## src/rtl/seq_mul8_ctrl.sv

```systemverilog
// Iterative shift-add multiplier controller: one WIDTH-bit adder row reused over
// WIDTH cycles, with an optional lower-part OR adder (LOA) on the low APPROX_K columns.
module seq_mul8_ctrl #(
  parameter int WIDTH    = 8,
  parameter int APPROX_K = 4
) (
  input  logic                 clk,
  input  logic                 rst,
  input  logic                 start,
  input  logic                 approx,
  input  logic [WIDTH-1:0]     a,
  input  logic [WIDTH-1:0]     b,
  output logic                 busy,
  output logic                 done,
  output logic [2*WIDTH-1:0]   product,
  output logic [1:0]           state_dbg
);

  localparam int CW = (WIDTH > 1) ? $clog2(WIDTH) : 1;

  typedef enum logic [1:0] {
    IDLE = 2'd0,
    RUN  = 2'd1,
    DONE = 2'd2
  } state_t;

  state_t             state;
  state_t             state_next;
  logic [WIDTH-1:0]   a_r;
  logic               mode_r;
  logic [2*WIDTH-1:0] p;
  logic [2*WIDTH-1:0] p_next;
  logic [CW-1:0]      count;
  logic [WIDTH-1:0]   p_hi;
  logic [WIDTH-1:0]   pp;
  logic [WIDTH:0]     s;
  logic               carry;
  logic               accept;
  logic               last;

  // Handshake: start is a request accepted only in IDLE or DONE; busy is high
  // for the WIDTH RUN cycles; done pulses for one cycle with product valid.
  assign accept = start && ((state == IDLE) || (state == DONE));
  assign last   = (state == RUN) && (count == CW'(WIDTH - 1));

  always_ff @(posedge clk) begin
    if (rst) state <= IDLE;
    else     state <= state_next;
  end

  always_comb begin
    state_next = state;
    case (state)
      IDLE:    state_next = start ? RUN : IDLE;
      RUN:     state_next = last ? DONE : RUN;
      DONE:    state_next = start ? RUN : IDLE;
      default: state_next = IDLE;
    endcase
  end

  always_comb begin
    busy      = (state == RUN);
    done      = (state == DONE);
    state_dbg = state;
  end

  // One adder row: LOA columns below APPROX_K in approx mode, ripple elsewhere.
  always_comb begin
    p_hi  = p[2*WIDTH-1:WIDTH];
    pp    = p[0] ? a_r : '0;
    s     = '0;
    carry = 1'b0;
    for (int i = 0; i < WIDTH; i++) begin
      if (mode_r && (i < APPROX_K)) begin
        s[i]  = p_hi[i] | pp[i];
        carry = (i == APPROX_K - 1) ? (p_hi[i] & pp[i]) : 1'b0;
      end else begin
        s[i]  = p_hi[i] ^ pp[i] ^ carry;
        carry = (p_hi[i] & pp[i]) | (carry & (p_hi[i] ^ pp[i]));
      end
    end
    s[WIDTH] = carry;
    p_next   = {s, p[WIDTH-1:1]};
  end

  always_ff @(posedge clk) begin
    if (rst) begin
      a_r     <= '0;
      mode_r  <= 1'b0;
      p       <= '0;
      count   <= '0;
      product <= '0;
    end else if (accept) begin
      a_r    <= a;
      mode_r <= approx;
      p      <= {{WIDTH{1'b0}}, b};
      count  <= '0;
    end else if (state == RUN) begin
      p     <= p_next;
      count <= count + CW'(1);
      if (last) product <= p_next;
    end
  end

endmodule
```

## config.mk

```make
export PLATFORM = sky130hd
export DESIGN_NAME = seq_mul8_ctrl
export DESIGN_NICKNAME = d
export VERILOG_FILES = /design/src/rtl/seq_mul8_ctrl.sv
export SDC_FILE = /design/constraint.sdc
export NUM_CORES = 1
export LEC_CHECK = 0
export BUFFER_PORTS_ARGS = -buffer_cell sky130_fd_sc_hd__buf_2
export CORE_ASPECT_RATIO = 1.4
export CORE_MARGIN = 3
export CORE_UTILIZATION = 45
export CTS_CLUSTER_SIZE = 25
export DETAILED_ROUTE_END_ITERATION = 10
export GPL_TIMING_DRIVEN = 0
export MAX_ROUTING_LAYER = met4
export PLACE_DENSITY = 0.74
export SLEW_MARGIN = 0
export SYNTH_ARGS = -nofsm -noshare
export SYNTH_HDL_FRONTEND = slang
export SYNTH_SLANG_ARGS = --single-unit
export TNS_END_PERCENT = 30
```

## constraint.sdc

```tcl
create_clock -name clk -period 4.11 [get_ports clk]
set_input_delay 0.6165 -clock clk [delete_from_list [all_inputs] [get_ports clk]]
set_output_delay 0.6165 -clock clk [all_outputs]
set_load 0.01 [all_outputs]
```

==> metrics.yaml <==
p_leak_nw: 1.02
setup_ws_ps: 199
synth_async_sr_flop_share_pct: 0
endpoint: "product[14]"
drive_gt1_share_pct: 25.7
fp.dieArea_mm2: 0.00555
core_area_mm2: 0.00438
yosysUniqueCellTypes: 31
yosysMostFrequentCell: "nand2_1"
worst_r2r_path_depth: 15
synth_common_cells: "65 x nand2_1, 46 x dfxtp_1, 30 x a21oi_1"
antenna_found_initial: 0
initial_core_util_pct: 48.1
final_core_util_pct: 57.1
first_pass_iters: 4
finalCriticalPeriod_ps: 3910
cts_tree: "done"
yosysTopAreaCellShare_pct: 43.7
clock_skew_ps: 4.42
critPathKind: "flop to flop"
startpoint_type: "flop"
pin_count: 40
startpoint: "p[0]"
grt_pass1_vias: 1642
grt_max_degree: 14
postSynthCellCount: 242
drcViolationCount: 0
pre_cts_ws_ps: -161
cpMaxStageDelayCell: "fa_1"
via_count: 1676
syn_avg_cell_area_um2: 8.70
numCtsBuffers: 5
seq_area_frac_synth_pct: 43.7
h-tree-depth: 2
routedWlPerCell_um: 12.2
port_buffers: 38
path_clk_slew_ps: 80
power_density_mw_per_mm2: 343
slowest_delay_ps: 500
diodes: 0
syn_nets: 277
relSlewSlack_pct: 64.7
worstHoldPathType: "flop to flop"
clock-root-buffer: "clkbuf_8"
clk_latency_ps: 300
final_nets: 322
max_freq_ghz: 0.256
register_area_um2: 925
ys_warn_count: 0
hold_viol: 0
drtAntennaViolNets: 0
worst_slew_pin_slew_ps: 530
dp.cells: 340
syn_to_final_growth_pct: 18.8
routed_wl_mm: 4.25
postCtsHoldBufs: 0
crit_required_ps: 4330
worstPathArrival_ps: 4130
fillers: 418
die_w_um: 63.8
grt_pass1_wl_mm: 7.29
setup-violations-final: 0
ys.flop_type: "dfxtp_1"
ir_drop_v: 0.000227
maxCapViolations: 0
routabilityCongestion: 0.825
rows: 28
grt_use_total_pct: 17.2
cts.sinks: 46
fin_crit_sh_pct: 95.2
drt_iter0_markers: 54
slew_violations: 0
rrSetupSlack_ps: 200
overflow: 0
timing.rr.end: "product[14]"
clock_path_buffers: 2
vias_per_cell: 4.82
dieHeight_um: 86.9
critPathMaxFanout: 8
cpMostUsedCell: "fa_2"
synth.area.top_cells: "dfxtp_1 44%, nand2_1 12%, a21oi_1 7.1%"
dp_hpwl_mm: 3.19
synth_area_leader_cell: "dfxtp_1"
reg2reg_from: "p[0]"
synth_edf_count: 0
status: "finished, final reports clean"
synthesis.area_mm2: 0.00211
crit_chain: "and2_4 -> ha_1 -> nand2b_1 -> fa_2 -> or2_2 -> fa_2 -> or2_4 -> fa_2 -> o21ai_2 -> fa_2 -> fa_2 -> fa_1 -> inv_1 -> fa_1 -> a211oi_2"
multiInputGateArea_mm2: 0.00104
fin_cells: 348
finalPower_w: 0.000858
end_kind: "flop"
synth-seq-cells: 46
worstHoldPathCells: 2
[cells by family after synthesis]
group,Yosys count,share of synthesized area [%]
compound gates,46,12.5
xor+xnor,1,0.416
fa+ha+maj,15,11.4
buf+inv,28,8.50
flops,46,43.7
mux,4,1.90
simple gates,102,21.5
[placed cells by master (no fill, tap or decap), drive strengths merged, types with 2 or more instances in the layout]
master,instances
nand2,65
buf,53
dfxtp,46
a21oi,30
nor3,14
inv,10
clkbuf,10
nor2,8
ha,8
o22ai,7
fa,7
a211oi,7
mux2i,4
nand2b,4
and2,4
and3b,2
or2,2
[worst min path at each step]
stage,start,endpoint,slack [ps]
floorplan,a_r[0],a_r[0],430
global placement,a_r[6],a_r[6],440
detailed placement,a_r[4],a_r[4],440
CTS,a_r[0],a_r[0],460
global route,a_r[0],a_r[0],480
finish,product[13],product[13],450
[repair_timing]
item | CTS | global route
pin swaps | 0 | 5
endpoints found under the hold margin | 0 | 0
resized for setup | 1 | 12
buffers inserted | 0 | 1
endpoints found under the setup margin | 4 | 4
[per-stage QoR]
stage	setup TNS (ps)	hold slack (ps)	area, um2
floorplan	0	432	2110
global placement	-184	442	2370
detailed placement	-453	444	2370
CTS	0	456	2460
global route	-12.6	478	2500
finish	0	452	2500
[worst max-delay path, delay by kind of cell (launching register included)]
kind / cells / cell delay, ps
DFF: 1 / 390
and+or+nand+nor: 4 / 750
AOI/OAI and AO/OA: 2 / 400
adders and majority gates: 8 / 2250
buffers and inverters: 1 / 60
[power breakdown]
part	internal, W	switching, W
registers	0.000462	0.0000129
clock network	0.000136	0.000147
logic	0.0000455	0.0000546
total	0.000643	0.000214
[sequential cells by signal (all words and copies together), names as in the netlist]
name / flops
product: 16
a_r: 8
state_dbg: 2
count: 3
p: 16
mode_r: 1
[final cells by class]
cell class,instances,share of cell area (%)
multi-input cells,168,41.5
repair buffers,39,7.90
clock buffers,7,3.45
inverters,10,1.70
flip-flops and latches,46,37.0
well taps,60,3.00
clock inverters,1,0.200
plain buffers,17,5.30
[routing by layer]
metal	track usage (%)	routed length, um
met5	-	0
met4	6.68	95
met3	4.01	169
met2	28.8	2130
met1	19.9	1860
(Power assumes the default switching activity.)
